File: src/rtl/updown_seq_pkg.sv
// Shared definitions for the up/down count sequencer.
//   state_t    : sequencer FSM states
//   max_count(): largest value of a width-bit unsigned counter
//   DEF_*      : default counter and step-field widths
package updown_seq_pkg;

    typedef enum logic [1:0] {
        IDLE = 2'd0,
        RUN  = 2'd1,
        DONE = 2'd2
    } state_t;

    localparam int DEF_WIDTH  = 4;
    localparam int DEF_STEP_W = 4;

    function automatic int max_count(input int width);
        return (1 << width) - 1;
    endfunction

endpackage

File: src/rtl/updown_count_core.sv
// Registered WIDTH-bit up/down counter with wrap/saturate at the limits.
//   clk, rst  : clock, async active-high reset
//   en        : take one step this edge
//   up        : step direction (1 = up)
//   load      : load load_val this edge (wins over en)
//   load_val  : value to load
//   wrap      : 1 = wrap at limits, 0 = saturate
//   count     : counter value
//   wrap_evt  : pulse in the cycle the counter shows the wrapped value
//   sat_hit   : pulse in the cycle after a step was absorbed at a limit
module updown_count_core
    import updown_seq_pkg::*;
#(
    parameter int WIDTH = DEF_WIDTH
) (
    input  logic             clk,
    input  logic             rst,
    input  logic             en,
    input  logic             up,
    input  logic             load,
    input  logic [WIDTH-1:0] load_val,
    input  logic             wrap,
    output logic [WIDTH-1:0] count,
    output logic             wrap_evt,
    output logic             sat_hit
);

    localparam logic [WIDTH-1:0] MAX_COUNT = WIDTH'(max_count(WIDTH));

    logic at_limit;
    assign at_limit = up ? (count == MAX_COUNT) : (count == '0);

    always_ff @(posedge clk or posedge rst) begin
        if (rst) begin
            count    <= '0;
            wrap_evt <= 1'b0;
            sat_hit  <= 1'b0;
        end else begin
            // Event flags are single-cycle: cleared unless this edge sets them.
            wrap_evt <= 1'b0;
            sat_hit  <= 1'b0;
            if (load) begin
                count <= load_val;
            end else if (en) begin
                if (at_limit) begin
                    if (wrap) begin
                        count    <= up ? '0 : MAX_COUNT;
                        wrap_evt <= 1'b1;
                    end else begin
                        sat_hit  <= 1'b1;   // count holds, step still consumed
                    end
                end else begin
                    count <= up ? count + WIDTH'(1) : count - WIDTH'(1);
                end
            end
        end
    end

endmodule

File: src/rtl/updown_count_sequencer.sv
// Command-driven sequencer for an up/down counter. A host issues load or
// step-N commands over valid/ready; steps are applied one per clock while
// in RUN (held by pause), and a one-cycle done pulse marks completion.
//   clk, rst      : clock, async active-high reset
//   cmd_valid/ready: command handshake (ready only in IDLE, low in reset)
//   cmd_load      : 1 = load cmd_load_val, 0 = step cmd_steps times
//   cmd_up        : step direction, latched per command
//   cmd_steps     : step count (0 completes immediately)
//   cmd_load_val  : load value
//   mode_wrap     : wrap (1) or saturate (0), sampled live on each step
//   pause         : hold stepping in RUN
//   count         : counter value
//   busy          : high in RUN
//   done          : one-cycle completion pulse
//   wrap_evt      : counter wrapped (aligned with the wrapped value)
//   sat_hit       : step absorbed at a limit
module updown_count_sequencer
    import updown_seq_pkg::*;
#(
    parameter int WIDTH  = DEF_WIDTH,
    parameter int STEP_W = DEF_STEP_W
) (
    input  logic              clk,
    input  logic              rst,
    input  logic              cmd_valid,
    output logic              cmd_ready,
    input  logic              cmd_load,
    input  logic              cmd_up,
    input  logic [STEP_W-1:0] cmd_steps,
    input  logic [WIDTH-1:0]  cmd_load_val,
    input  logic              mode_wrap,
    input  logic              pause,
    output logic [WIDTH-1:0]  count,
    output logic              busy,
    output logic              done,
    output logic              wrap_evt,
    output logic              sat_hit
);

    state_t            state, state_nxt;
    logic [STEP_W-1:0] remaining;
    logic              dir;
    logic              accept;
    logic              step_en;
    logic              idle_st;

    assign accept  = cmd_valid && cmd_ready;
    assign step_en = (state == RUN) && !pause;

    // State register
    always_ff @(posedge clk or posedge rst) begin
        if (rst) state <= IDLE;
        else     state <= state_nxt;
    end

    // Next-state logic
    always_comb begin
        state_nxt = state;
        case (state)
            IDLE: if (accept) begin
                if (cmd_load || cmd_steps == '0) state_nxt = DONE;
                else                             state_nxt = RUN;
            end
            RUN:  if (step_en && remaining == STEP_W'(1)) state_nxt = DONE;
            DONE: state_nxt = IDLE;
            default: state_nxt = IDLE;
        endcase
    end

    // Outputs
    always_comb begin
        idle_st = 1'b0;
        busy    = 1'b0;
        done    = 1'b0;
        case (state)
            IDLE:    idle_st = 1'b1;
            RUN:     busy    = 1'b1;
            DONE:    done    = 1'b1;
            default: ;
        endcase
    end

    // Ready is gated by rst directly so it drops the moment reset asserts.
    assign cmd_ready = idle_st && !rst;

    // Step bookkeeping: remaining counts down one per executed step.
    always_ff @(posedge clk or posedge rst) begin
        if (rst) begin
            remaining <= '0;
            dir       <= 1'b0;
        end else if (accept && !cmd_load) begin
            remaining <= cmd_steps;
            dir       <= cmd_up;
        end else if (step_en) begin
            remaining <= remaining - STEP_W'(1);
        end
    end

    updown_count_core #(.WIDTH(WIDTH)) u_core (
        .clk      (clk),
        .rst      (rst),
        .en       (step_en),
        .up       (dir),
        .load     (accept && cmd_load),
        .load_val (cmd_load_val),
        .wrap     (mode_wrap),
        .count    (count),
        .wrap_evt (wrap_evt),
        .sat_hit  (sat_hit)
    );

endmodule
File: config.mk
export PLATFORM = sky130hd
export DESIGN_NAME = updown_count_sequencer
export DESIGN_NICKNAME = d
export VERILOG_FILES = /design/src/rtl/updown_seq_pkg.sv /design/src/rtl/updown_count_core.sv /design/src/rtl/updown_count_sequencer.sv
export SDC_FILE = /design/constraint.sdc
export NUM_CORES = 1
export LEC_CHECK = 0
export CAP_MARGIN = 25
export CORE_MARGIN = 4
export CORE_UTILIZATION = 46
export DETAILED_ROUTE_END_ITERATION = 8
export GPL_ROUTABILITY_DRIVEN = 0
export PLACE_DENSITY = 0.78
export SETUP_SLACK_MARGIN = 0.5
export SLEW_MARGIN = 20
export SYNTH_ARGS = -nofsm -noshare
export SYNTH_HDL_FRONTEND = slang
export SYNTH_SLANG_ARGS = --single-unit
File: constraint.sdc
create_clock -name clk -period 2 [get_ports clk]
set_input_delay 0.4 -clock clk [delete_from_list [all_inputs] [get_ports clk]]
set_output_delay 0.4 -clock clk [all_outputs]
set_load 0.02 [all_outputs]
==> results of run 1 <==
[placed cells by master, fill, tap and decap left out, types with 3 or more instances in the layout]
master           count
ha_1                 4
buf_6                3
inv_1                4
dfrtp_2              5
clkbuf_4             3
nand2_1              8
dlygate4sd2_1        3
dfrtp_1              8
nor3_1               4
clkdlybuf4s50_1     13
buf_4               12
nor2_1               4
[final cells by class]
class,count,area (sq um)
well taps,25,31.3
fillers,124,450
flip-flops and latches,13,332
inverters,5,18.8
clock buffers,4,26.3
multi-input cells,65,538
repair buffers,36,312
[synthesized netlist by cell type, types with 2 or more instances]
cell type,instances
dfrtp_1,13
nand2_1,10
inv_1,5
nor2_1,5
nor3_1,5
ha_1,4
a21oi_1,3
a221o_1,2
and2b_2,2
nand2b_1,2
nand3_1,2
nand3b_1,2
o21ai_0,2
o221a_1,2
xnor2_1,2
xor2_1,2
[per-layer routing]
metal  wire length [um]  global-route usage (%)
met1               1050                    24.8
met3                 91                    3.26
met4                 40                    5.38
met2               1080                    28.9
met5                  0                       0
[cells by family (layout without fill, tap and decap cells)]
group | count (synthesis) | after routing | share of synthesized area [%]
AND/OR/NAND/NOR | 37 | 37 | 25.1
AO/OA/AOI/OAI | 19 | 19 | 20.7
flip-flops | 13 | 13 | 39.3
adder cells (fa/ha/maj) | 5 | 5 | 8.46
buffers and inverters | 5 | 45 | 2.27
XOR/XNOR | 4 | 4 | 4.23
[state kept, by name, summed over array words and instances (netlist names)]
signal	count
dir	1
u_core.count	4
remaining	4
state	2
u_core.wrap_evt	1
u_core.sat_hit	1
[metrics by stage]
stage	area [sq um]	setup slack, ns	total power (uW)	hold slack (ns)
2_1_floorplan	845	0.164	1080	0.277
3_3_place_gp	1140	-0.0602	1380	0.515
3_5_place_dp	1140	-0.0964	1410	0.522
4_1_cts	1210	0.171	1630	0.360
5_1_grt	1260	0.140	1860	0.374
6_report	1260	0.205	1740	0.329
[worst min path at each step]
stage | end | cells past startpoint | slack [ns]
CTS | state[1] | 2 | 0.36
floorplan | dir | 1 | 0.28
detailed placement | remaining[0] | 1 | 0.52
finish | state[1] | 2 | 0.33
global placement | remaining[0] | 1 | 0.51
global route | u_core.count[3] | 2 | 0.37
[what timing repair did]
| item | in CTS | in global routing |
|---|---|---|
| gates resized for setup | 33 | 14 |
| pin swaps | 1 | 3 |
| setup buffers | 4 | 4 |
| endpoints found under the setup margin | 18 | 14 |
[worst register-to-register path: stages, from the launching register on]
cell      delay [ns]
dfrtp_2         0.41
or3_4           0.38
or4_4           0.44
o211ai_4        0.14
nand2_2         0.09
o221a_1         0.23
[power by group through the flow]
| stage | logic, uW | clock network, uW | registers, uW |
|---|---|---|---|
| after global routing | 1160 | 182 | 519 |
| after global placement | 875 | 0 | 500 |
| after detailed placement | 906 | 0 | 505 |
| after CTS | 968 | 168 | 497 |
| final | 1070 | 170 | 499 |
| after floorplan | 543 | 0 | 541 |
==> metrics.txt, run 1 <==
Netlist cell types=36; post-synthesis sequential area ratio=between 30% and 40%; Worst Reg-to-Reg Cells=5; Slew Viols, Final=0; DR vias=806; ys async rst share=100%; Num CTS Buffers=3; area of the core=1710 sq um; worst hold path type=in -> async; largest cells by area after synthesis=dfrtp_1, ha_1, nand2_1; share of layout cells above drive strength 1=between 30% and 40%; dpl hpwl=1.51 mm; Final Util=between 70 and 80%; Post-Route WL=2.26 mm; worst reg-to-reg setup slack=0.20 ns; Setup crit start kind=flip-flop; syn avg cell area=between 9 and 10 sq um; area leader, netlist=dfrtp_1; Crit path arrival time=1.96 ns; Max VDD drop=between 1000 and 1500 uV; Mapped Area=~830 sq um; initial core utilization=48.5%; RR Startpoint=u_core.count[2]; critical path's largest stage delay=0.44 ns; predominant post-synthesis flop cell=dfrtp_1; Layout Skew=0.00498 ns; worst-path cell chain=or3_4 > or4_4 > o211ai_4 > nand2_2 > o221a_1; worst-path fanout max=6; Synth Instances=83; PD cells=1390 nW/um^2; crit end category=flip-flop; Logic pwr share=around 62%; grt ovf=0; CP top delay family=simple AND/OR/NAND/NOR gates; share of total power in sequential cells=28.6%; Int Power=slightly below 1000 uW; status=completed; die area=~2500 sq um; clock power share=9.8%; crit path time final=around 1.8 ns; largest net degree at the start of global routing=14; Post-synth EDFFs=0; Crit Path Class=reg -> reg; Syn-to-layout area delta=51.8%; crit path to=u_core.count[1]; Crit path depth=5; first-pass GRT wire length=3.51 mm; Final nets=144; f_max=around 560 MHz; fin cells=148; First-pass DRT Iterations=4; Die H=50.4 um; net switching power=between 700 and 800 uW; vias per inst=5.45; Sw Ratio=43.6%; Worst setup startpoint=u_core.count[2]; Clock transition at path regs=0.09 ns; Synth Warn #=0; antenna cell count=0; Final ANT Viol Nets=0; syn_nets=103; Placement Rows=15; # DRC=0; clock latency on the worst-skew pair=0.28 ns; reg-to-reg endpoint=u_core.count[1]; placed insts=136; Final period util=89.8%; port bufs=23; CTS tree=built; Max clock buf depth=2; Yosys top cell area share=39.3%; buffers and inverters on the worst path=0; Root Driver=clkbuf_4; total track usage=between 10% and 20%; worst-margin pin slew=0.538 ns; Worst EP required=between 2 and 2.5 ns; DR WL/cell=15.3 um; RSZ-0062 raised after global routing=true; cts hold-fix bufs=0; Die Span X=just over 50 um; relative slew slack=between 60 and 70%; initial antenna violation count=0; number of I/O pins=24; Leakage=0.000568 uW; vias in the first global route=808; CP max stage cell=or4_4; MaxCap Viol Count=0; CTS Sinks=13; TNS Setup=0 ns; final hold vios=0; Yosys reg bits=13; Starting DRT DRC Count=14; H-tree depth=1; Final Setup Violations=0
No activity file was read; power rests on OpenSTA's default activity.
==> inputs of run 2 (changes only) <==
ABC_AREA = 1   (was unset)
CORE_UTILIZATION = 47   (was 46)
==> run 2 against run 1 <==
Compared with the run above: utilization is 5.0 points higher; routed wire length is 19% higher; synthesized cell count is 51% higher; largest power group unchanged.
==> metrics.txt, run 2 <==
status=completed; Synth Instances=between 100 and 150; Post-Route WL=2.68 mm; Layout Skew=0.00305 ns; Sw Ratio=47.4%; CTS Sinks=13; worst-path fanout max=3; Clock transition at path regs=about 0.08 ns; Max clock buf depth=2; Netlist cell types=27; grt ovf=0; Final period util=approximately three quarters; Slew Viols, Final=0; top post-synthesis cells by count=nand2_1, inv_1, dfrtp_1; Mapped Area=921 sq um; grt met2 use=36.0%; area leader, netlist=dfrtp_1; post-synthesis sequential area ratio=a little over a third; reg-to-reg endpoint=u_core.count[1]; Setup crit start kind=flip-flop; CTS tree=built; Yosys reg bits=13; RR Startpoint=dir; most numerous cell in the Yosys netlist=nand2_1; port bufs=23; worst-margin pin slew=~0.22 ns; share of layout cells above drive strength 1=a little under a third; largest registers=remaining: 4 flops, u_core.count: 4 flops, state: 2 flops; initial core utilization=51.6%; ys async rst share=100%; Placement Rows=15; worst-path cell chain=inv_2 > nand2_2 > nor2_4 > buf_6; GRT met1 Usage=roughly a quarter; First-pass DRT Iterations=4; syn_nets=145; vias in the first global route=953; total track usage=20.2%; most common cell after layout, fill and taps aside=nand2_1; number of I/O pins=24; syn avg cell area=~7.4 sq um; vias per inst=4.99; predominant post-synthesis flop cell=dfrtp_1; met3 Use GR=5.70%; Crit Path Class=reg -> out; Post-synth EDFFs=0; Crit path arrival time=roughly 1.1 ns; f_max=664 MHz; PD cells=1450 nW/um^2; crit path time final=1.51 ns; GR peak layer=met2; commonest non-fill, non-tap cells in the layout=nand2_1, inv_1, clkdlybuf4s50_1; first-pass GRT wire length=4.02 mm; clock power share=8.4%; H-tree depth=1; Num CTS Buffers=3; Worst Reg-to-Reg Cells=7; final hold vios=0; worst hold path type=in -> async; clock latency on the worst-skew pair=0.29 ns; Die H=roughly 52 um; worst reg-to-reg setup slack=0.53 ns; Worst EP required=1.60 ns; area of the core=1780 sq um; DR WL/cell=between 10 and 15 um; Final nets=187; Final ANT Viol Nets=0; # DRC=0; RSZ-0062 raised after global routing=true; largest cells by area after synthesis=dfrtp_1, nand2_1, inv_1; Starting DRT DRC Count=23; MaxCap Viol Count=0; dpl hpwl=roughly 1.8 mm; Int Power=1070 uW; largest net degree at the start of global routing=11; relative slew slack=85.5%; crit end category=output port; critical path's largest stage delay=0.41 ns; net switching power=about 960 uW; Synth Warn #=0; Final Util=between 70% and 80%; share of total power in sequential cells=roughly a quarter; antenna cell count=0; Logic pwr share=67.5%; Power Total=roughly 2000 uW; Root Driver=clkbuf_4; Final Setup Violations=0; Syn-to-layout area delta=52.3%; Die Span X=52.3 um; DR vias=953; post-route cell area=1400 sq um; Leakage=0.000706 uW; Max VDD drop=a little under 900 uV; Yosys top cell area share=35.3%; CP max stage cell=dfrtp_1; die area=2730 sq um; placed cell area=1200 sq um; initial antenna violation count=0
run 2: routing by layer:
layer / up-vias / wire length (um)
met5: - / 0
met1: 451 / 1050
li1: 473 / -
met2: 24 / 1480
met3: 5 / 125
met4: 0 / 34
run 2: critical path, delay by kind of cell, from the launching register on:
family	cells	cell delay [ns]
buf+inv	2	0.21
simple gates	2	0.20
flops	1	0.41
run 2: power by group through the flow:
stage / sequential, uW / clock, uW / combinational, uW
after floorplan: 519 / 0 / 687
after global placement: 490 / 0 / 987
after detailed placement: 496 / 0 / 1030
after CTS: 486 / 175 / 1130
after global routing: 507 / 187 / 1510
final: 489 / 170 / 1370
run 2: cells by family after synthesis:
family,Yosys count,share of synthesized area (%)
AND/OR/NAND/NOR,71,36.8
flip-flops,13,35.3
AO/OA/AOI/OAI,14,9.37
adder cells (fa/ha/maj),5,7.61
XOR/XNOR,3,2.85
buffers and inverters,19,8.02
run 2: how the worst max path moves through the flow:
stage	from	end	slack, ns	cells past startpoint
global placement	rst	cmd_ready	0.08	3
finish	state[0]	cmd_ready	0.49	4
CTS	state[0]	cmd_ready	0.31	4
detailed placement	rst	cmd_ready	-0.008	3
floorplan	u_core.count[2]	u_core.count[3]	0.50	8
global route	state[0]	cmd_ready	0.43	4
run 2: cell type report:
class / instances / area [sq um]
Timing Repair Buffer: 37 / 337
Multi-Input combinational cell: 93 / 606
Inverter: 19 / 73.8
Tap cell: 25 / 31.3
Clock buffer: 4 / 26.3
Sequential cell: 13 / 329
Fill cell: 129 / 380
run 2: metrics by stage:
| step | setup TNS, ns | worst slack (ns) | hold slack [ns] | cells |
|---|---|---|---|---|
| CTS | 0 | 0.314 | 0.374 | 185 |
| floorplan | 0 | 0.500 | 0.307 | 125 |
| global placement | 0 | 0.0761 | 0.524 | 175 |
| detailed placement | -0.00784 | -0.00784 | 0.549 | 175 |
| finish | 0 | 0.493 | 0.103 | 191 |
| global route | 0 | 0.433 | 0.0948 | 191 |
run 2: what timing repair did:
| action | CTS | global route |
|---|---|---|
| hold buffers | 0 | 0 |
| endpoints found under the setup margin | 12 | 12 |
| buffers inserted | 6 | 6 |
| gates resized for setup | 26 | 24 |
| pin swaps | 1 | 14 |
==> inputs of run 3 (changes only) <==
clock period = 1.4 ns   (was 2 ns; I/O delays follow)
==> run 3 against run 2 <==
Compared with the run above: the run now ends with setup timing left; sequential share of layout area shrank 4.0 points; hold slack gained 0.25 ns; routed wire length grew 73%; worst setup slack lost 0.67 ns; critical path depth grew 7; design area grew 21%.
==> metrics.txt, run 3 (synthesis gave the netlist of run 2 again) <==
Syn-to-layout area delta=84.1%; Worst Reg-to-Reg Cells=11; port bufs=23; CTS tree=built; antenna cell count=0; number of I/O pins=24; RSZ-0062 raised after global routing=true; Final ANT Viol Nets=0; Final Setup Violations=6; most common cell after layout, fill and taps aside=nand2_1; failing checks=setup timing; worst reg-to-reg setup slack=-0.17 ns; crit path time final=1.57 ns; Final nets=between 200 and 250; largest registers=remaining: 4 flops, u_core.count: 4 flops, state: 2 flops; TNS Setup=-0.690 ns; Num CTS Buffers=3; First-pass DRT Iterations=6; Starting DRT DRC Count=74; Crit path arrival time=1.75 ns; worst-margin pin slew=0.244 ns; clock latency on the worst-skew pair=0.29 ns; largest net degree at the start of global routing=9; area of the core=roughly 1800 sq um; Final Util=95.1%; f_max=636 MHz; total track usage=24.6%; Worst EP required=between 1.5 and 2 ns; CTS Sinks=13; initial antenna violation count=0; initial core utilization=51.6%; PD cells=between 2000 and 2500 nW/um^2; placed cell area=1370 sq um; Die Span X=52.3 um; post-route cell area=around 1700 sq um; worst-path fanout max=5; worst hold path type=in -> async; Placement Rows=15; Crit Path Class=reg -> reg; Die H=52.3 um; vias per inst=5.97; final worst setup slack=-0.173 ns; dpl hpwl=between 1.5 and 2 mm; cts hold-fix bufs=0; crit end category=flip-flop; share of layout cells above drive strength 1=48.4%; status=complete, but fails checks; commonest non-fill, non-tap cells in the layout=nand2_1, buf_4, buf_6; DR vias=1271; grt ovf=0; reg-to-reg endpoint=u_core.count[2]; # DRC=0; Leakage=a little over 0.0008 uW; Setup crit start kind=flip-flop; Clock transition at path regs=0.09 ns; Root Driver=clkbuf_4; die area=2730 sq um; Max VDD drop=1920 uV; H-tree depth=1; Final period util=112%; relative slew slack=83.6%; first-pass GRT wire length=4.80 mm; MaxCap Viol Count=0; Post-Route WL=4.64 mm; RR Startpoint=u_core.count[0]; Max clock buf depth=2; final hold vios=0; vias in the first global route=approximately 1100; DR WL/cell=21.8 um; Slew Viols, Final=0; Layout Skew=0.00274 ns
run 3: timing repair:
| action | in CTS | in global routing |
|---|---|---|
| gates resized for setup | 78 | 16 |
| setup endpoints to repair | 22 | 22 |
| hold endpoints to repair | 0 | 0 |
| pin swaps | 12 | 16 |
| gates cloned | 0 | 0 |
| setup buffers | 10 | 8 |
run 3: power breakdown:
group / switching (uW) / internal (uW)
clock: 142 / 111
sequential: 185 / 537
combinational: 1530 / 1300
run 3: final cells by class:
cell class,instances,area (sq um)
Multi-Input combinational cell,93,666
Sequential cell,13,330
Tap cell,25,31.3
Inverter,19,82.6
Fill cell,52,87.6
Clock buffer,4,26.3
Timing Repair Buffer,59,559
run 3: stage by stage:
stage	power [uW]	std cells	setup WS (ns)	hold slack (ns)
finish	3800	213	-0.173	0.358
global route	3990	213	-0.225	0.358
CTS	3090	205	-0.0140	0.356
detailed placement	2470	191	-0.329	0.549
global placement	2390	191	-0.306	0.533
floorplan	1830	125	0.0428	0.111
run 3: how the worst max path moves through the flow:
stage / startpoint / end / slack, ns
2_1_floorplan: u_core.count[1] / u_core.count[2] / 0.04
3_3_place_gp: rst / cmd_ready / -0.31
3_5_place_dp: rst / u_core.count[0] / -0.33
4_1_cts: dir / u_core.count[3] / -0.01
5_1_grt: u_core.count[1] / u_core.count[3] / -0.22
6_report: u_core.count[0] / u_core.count[2] / -0.17
run 3: worst max-delay path, cell delays in order (launching register included):
cell,delay [ns]
dfrtp_2,0.47
buf_6,0.15
nand2_1,0.09
inv_1,0.06
nand2_2,0.10
nand2_2,0.10
nand2_2,0.10
nand2_2,0.07
nand2_4,0.12
inv_4,0.06
nand2_1,0.08
nand2_1,0.07
run 3: layer usage:
layer  GRT usage, %  wire length [um]  up-vias
li1               -                 -      521
met1           24.5              1530      568
met2           47.5              2210      131
met3           3.99               467       51
met4           13.6               431        0
met5              0                 0        -
